$ cat src/rtl/chan_arb_mux.sv
// Registered N-channel valid/ready mux with fixed-select and round-robin modes.
// Optional packet lock (in_last/out_last) is enabled by defining CHAN_ARB_MUX_LOCK_EN.
module chan_arb_mux #(
    parameter int WIDTH = 3,
    parameter int NCH = 8,
    localparam int SELW = $clog2(NCH)
) (
    input  logic                  clk,
    input  logic                  rst_n,
    input  logic [NCH*WIDTH-1:0]  in_data,
    input  logic [NCH-1:0]        in_valid,
    output logic [NCH-1:0]        in_ready,
`ifdef CHAN_ARB_MUX_LOCK_EN
    input  logic [NCH-1:0]        in_last,
    output logic                  out_last,
`endif
    input  logic                  mode,
    input  logic [SELW-1:0]       sel,
    output logic [WIDTH-1:0]      out_data,
    output logic [SELW-1:0]       out_ch,
    output logic                  out_valid,
    input  logic                  out_ready
);

    logic [WIDTH-1:0] chan_data [NCH];
    logic [SELW-1:0]  ptr;
    logic [SELW-1:0]  grant;
    logic [SELW-1:0]  idx;
    logic             grant_valid;
    logic             load;
    logic             accept;

`ifdef CHAN_ARB_MUX_LOCK_EN
    logic             locked;
    logic [SELW-1:0]  lock_ch;
`endif

    for (genvar i = 0; i < NCH; i++) begin : g_unpack
        assign chan_data[i] = in_data[i*WIDTH +: WIDTH];
    end

    assign load   = !out_valid | out_ready;
    assign accept = rst_n & load & grant_valid;

    // Scan from farthest to nearest so the channel closest after ptr wins.
    always_comb begin
        grant       = '0;
        grant_valid = 1'b0;
        idx         = '0;
        if (!mode) begin
            if (int'(sel) < NCH) begin
                if (in_valid[sel]) begin
                    grant       = sel;
                    grant_valid = 1'b1;
                end
            end
`ifdef CHAN_ARB_MUX_LOCK_EN
        end else if (locked) begin
            grant       = lock_ch;
            grant_valid = in_valid[lock_ch];
`endif
        end else begin
            for (int k = NCH; k >= 1; k--) begin
                idx = SELW'((int'(ptr) + k) % NCH);
                if (in_valid[idx]) begin
                    grant       = idx;
                    grant_valid = 1'b1;
                end
            end
        end
    end

    always_comb begin
        in_ready = '0;
        for (int i = 0; i < NCH; i++) begin
            in_ready[i] = accept && (grant == SELW'(i));
        end
    end

    always_ff @(posedge clk) begin
        if (!rst_n) begin
            out_valid <= 1'b0;
            out_data  <= '0;
            out_ch    <= '0;
            ptr       <= SELW'(NCH - 1);
`ifdef CHAN_ARB_MUX_LOCK_EN
            out_last  <= 1'b0;
            locked    <= 1'b0;
            lock_ch   <= '0;
`endif
        end else if (load) begin
            out_valid <= grant_valid;
            if (grant_valid) begin
                out_data <= chan_data[grant];
                out_ch   <= grant;
                if (mode) begin
                    ptr <= grant;
                end
`ifdef CHAN_ARB_MUX_LOCK_EN
                out_last <= in_last[grant];
                if (mode) begin
                    locked  <= !in_last[grant];
                    lock_ch <= grant;
                end
`endif
            end
        end
    end

endmodule

$ cat config.mk
export PLATFORM = sky130hd
export DESIGN_NAME = chan_arb_mux
export DESIGN_NICKNAME = d
export VERILOG_FILES = /design/src/rtl/chan_arb_mux.sv
export SDC_FILE = /design/constraint.sdc
export NUM_CORES = 1
export LEC_CHECK = 0
export ABC_AREA = 1
export BUFFER_PORTS_ARGS = -buffer_cell sky130_fd_sc_hd__buf_2
export CAP_MARGIN = 20
export CELL_PAD_IN_SITES_DETAIL_PLACEMENT = 0
export CELL_PAD_IN_SITES_GLOBAL_PLACEMENT = 1
export CORE_ASPECT_RATIO = 1.25
export CORE_UTILIZATION = 36
export CTS_BUF_LIST = sky130_fd_sc_hd__clkbuf_4 sky130_fd_sc_hd__clkbuf_8
export DETAILED_ROUTE_END_ITERATION = 10
export PLACE_DENSITY_LB_ADDON = 0.1
export SKIP_LAST_GASP = 1
export SLEW_MARGIN = 15
export SYNTH_ARGS = -nofsm -noshare
export SYNTH_HDL_FRONTEND = slang
export SYNTH_SLANG_ARGS = --single-unit
$ cat constraint.sdc
create_clock -name clk -period 6.35 [get_ports clk]
set_input_delay 0.635 -clock clk [delete_from_list [all_inputs] [get_ports clk]]
set_output_delay 0.635 -clock clk [all_outputs]
set_load 0.02 [all_outputs]
==> results.py <==
metrics = {
    "clock_tree": {
        "cts_resized": 0,
        "htree_levels": 1,
        "path_clk_slew_ns": 0.06,
        "cts.path.max_buffers": 2,
        "cts_tree": "yes",
        "postCtsHoldBufs": 0,
        "post_cts_buffers": 0,
        "clock_latency_ns": 0.24,
        "cts-root-buf": "clkbuf_8",
        "cts_buffers": 3,
        "clock_sinks": 10,
    },
    "die": {
        "initial_utilization_pct": 37.6,
        "fp.dieArea_sq_mm": 0.00451,
        "rows": 26,
        "core_area_sq_mm": 0.00407,
        "ioPinCount": 54,
        "die_x_microns": 60.3,
        "fp.dieH_microns": 74.8,
    },
    "synthesis": {
        "syn-cell-area_sq_mm": 0.00153,
        "ys_seq_elements": 10,
        "synth_cells": 280,
        "ys_types": 29,
        "synth_fp_nets": 321,
        "ys_top_cells_by_area": "nand2_1 28%, nand3_1 13%, dfxtp_1 13%, inv_1 5.9%, nor2_1 5.4%",
        "synth_top_area_share_pct": 27.8,
        "synth_top_cell_by_area": "nand2_1",
        "ys_seq_area_share_pct": 13.1,
        "yosysWarnings": 0,
        "synth.avg_cell_area_sq_um": 5.46,
    },
    "sta": {
        "setup_violations": 0,
        "finalCritPeriodShare_pct": 61.4,
        "fmax_mhz": 257,
        "slew_viol_final": 0,
        "worst-slew-pin-transition_ns": 0.518,
        "final.setup.tns_ns": 0,
        "max_slew_margin_pct": 65.5,
        "rsz0062_at_grt": "false",
        "period_needed_ns": 3.90,
        "fin_skew_ns": 0.00345,
        "hold_violations": 0,
    },
    "place": {
        "dpl_cell_area_sq_mm": 0.00181,
        "routabilityCongestion": 0.919,
        "portBuffers": 53,
        "place_hpwl_microns": 3980,
    },
    "worst_setup_path": {
        "crit_type": "flop to output pin",
        "cp-end-kind": "output pin",
        "start_kind": "flop",
        "worst-r2r-cell-count": 24,
        "cp.required_ns": 5.71,
        "cp_data_arrival_time_ns": 3.26,
        "critPathMaxFanout": 12,
    },
    "route": {
        "first_pass_iters": 4,
        "drt-wirelength-per-cell_microns": 12.3,
        "via_count": 1940,
        "via_per_inst": 5.00,
        "antenna_left": 0,
        "drtIter0Drc": 101,
        "wl_microns": 4770,
        "drc": 0,
    },
    "worst_hold_path": {
        "hp-class": "flop to flop",
        "whs_path_depth": 2,
    },
    "final_layout": {
        "register_area_sq_um": 200,
        "layout_common_cells": "113 x nand2_1, 53 x buf_2, 41 x nand3_1, 24 x inv_1, 22 x nor2_1",
        "finish.instance_area_sq_mm": 0.00186,
        "multiInputGateArea_sq_mm": 0.00114,
        "n_fill_cell": 492,
        "layout.nets": 374,
        "layout_commonest_cell": "nand2_1",
        "antenna_cells": 0,
        "area_delta_synth_final_pct": 21.9,
        "drive_gt1_share_pct": 25.9,
    },
    "global_routing": {
        "grtUsageTotal_pct": 23.2,
        "grt_pass1_wl_microns": 7900,
        "antenna_found_initial": 0,
        "overflow": 0,
        "grt_max_degree": 18,
        "grt_pass1_vias": 1813,
    },
    "power_and_ir_drop": {
        "p_total_mw": 0.566,
        "power_leakage_nw": 1.11,
        "powerDensity_mw_per_mm2": 304,
        "vdd_ir_drop_max_mv": 0.123,
    },
    "run": {
        "cap_violations": 0,
    },
    "run_status": {
        "status": "complete, no violations",
    },
}
metal layers:
layer / part of all wire (%) / GRT usage (%)
met5: 0 / 0
met4: 4.3 / 13.2
met3: 4.1 / 2.23
met2: 53 / 43.8
met1: 38 / 24.5
critical path, stage by stage, from the launching register on:
cell	delay, ns
dfxtp_1	0.56
inv_2	0.16
ha_1	0.43
inv_2	0.14
nand3_1	0.12
nand3_2	0.09
nand2_2	0.06
inv_2	0.06
nand2_1	0.07
nand2_1	0.07
nand2_1	0.05
nand3_1	0.07
nand3_1	0.07
nand2_1	0.06
nand2_1	0.04
nand2_1	0.06
nand2_1	0.05
nand2_1	0.07
nand2_1	0.07
nor2_1	0.16
inv_1	0.08
nor2_1	0.15
inv_2	0.07
nor2_1	0.09
buf_2	0.16
stage by stage:
step / hold WS, ns / util, % / setup WS, ns / std cells
global placement: 0.478 / 44.4 / 2.63 / 384
global route: 0.525 / 45.8 / 1.96 / 388
CTS: 0.493 / 45.8 / 2.45 / 388
floorplan: 0.578 / - / 3.21 / 280
finish: 0.487 / 45.8 / 2.45 / 388
detailed placement: 0.474 / 44.4 / 2.75 / 384
cells in the mapped netlist:
master and instances:
nand3_1 41, dfxtp_1 10, nor3_1 1, inv_2 9, xnor2_4 1, inv_4 1
buf_6 3, ha_1 2, xnor2_2 1, o211ai_1 3, a21o_1 1, nand2_8 1
o31ai_1 1, nand4_1 1, inv_1 24, nor2_1 22, nand2_2 7, o21ai_2 2
a21oi_1 13, nand3_2 3, o21ai_0 9, nand2_4 1, buf_4 1, nand3b_4 1
o22ai_1 1, o21ai_1 4, nand2_1 113, buf_8 1, a21oi_4 2
flip-flops by register name, summed over array words and instances, names as in the netlist:
register and cells:
out_valid 1, out_data 3, ptr 3, out_ch 3
report_power, final:
part / leakage [nW] / switching [mW] / internal [mW]
Combinational: 1.00 / 0.260 / 0.132
Clock: 0.0288 / 0.0301 / 0.0548
Sequential: 0.0830 / 0.0144 / 0.0745
final cells by class:
cell class	count	share of cell area [%]
Clock buffer	4	2.96
Inverter	34	6.99
Tap cell	56	3.76
Timing Repair Buffer	53	14.2
Multi-Input combinational cell	231	61.3
Sequential cell	10	10.8
path summary, 6_finish.rpt:
check / start / end / slack (ns)
max: ptr[0]$_SDFFE_PN1P_ / in_ready[3] / 2.45
min: out_ch[0]$_SDFFE_PN0P_ / out_ch[0]$_SDFFE_PN0P_ / 0.49
max reg2reg: ptr[0]$_SDFFE_PN1P_ / out_data[2]$_SDFFE_PN0P_ / 3.31
min reg2reg: out_ch[0]$_SDFFE_PN0P_ / out_ch[0]$_SDFFE_PN0P_ / 0.49
cell families after synthesis:
logic type | Yosys count | share of synthesized area, %
xor gates and xnor gates | 2 | 2.87
adders and majority gates | 2 | 1.64
buffers and inverters | 39 | 12.2
and+or+nand+nor | 191 | 55.5
AOI/OAI and AO/OA | 36 | 14.7
DFF | 10 | 13.1
Power figures use the tool's default switching activity.
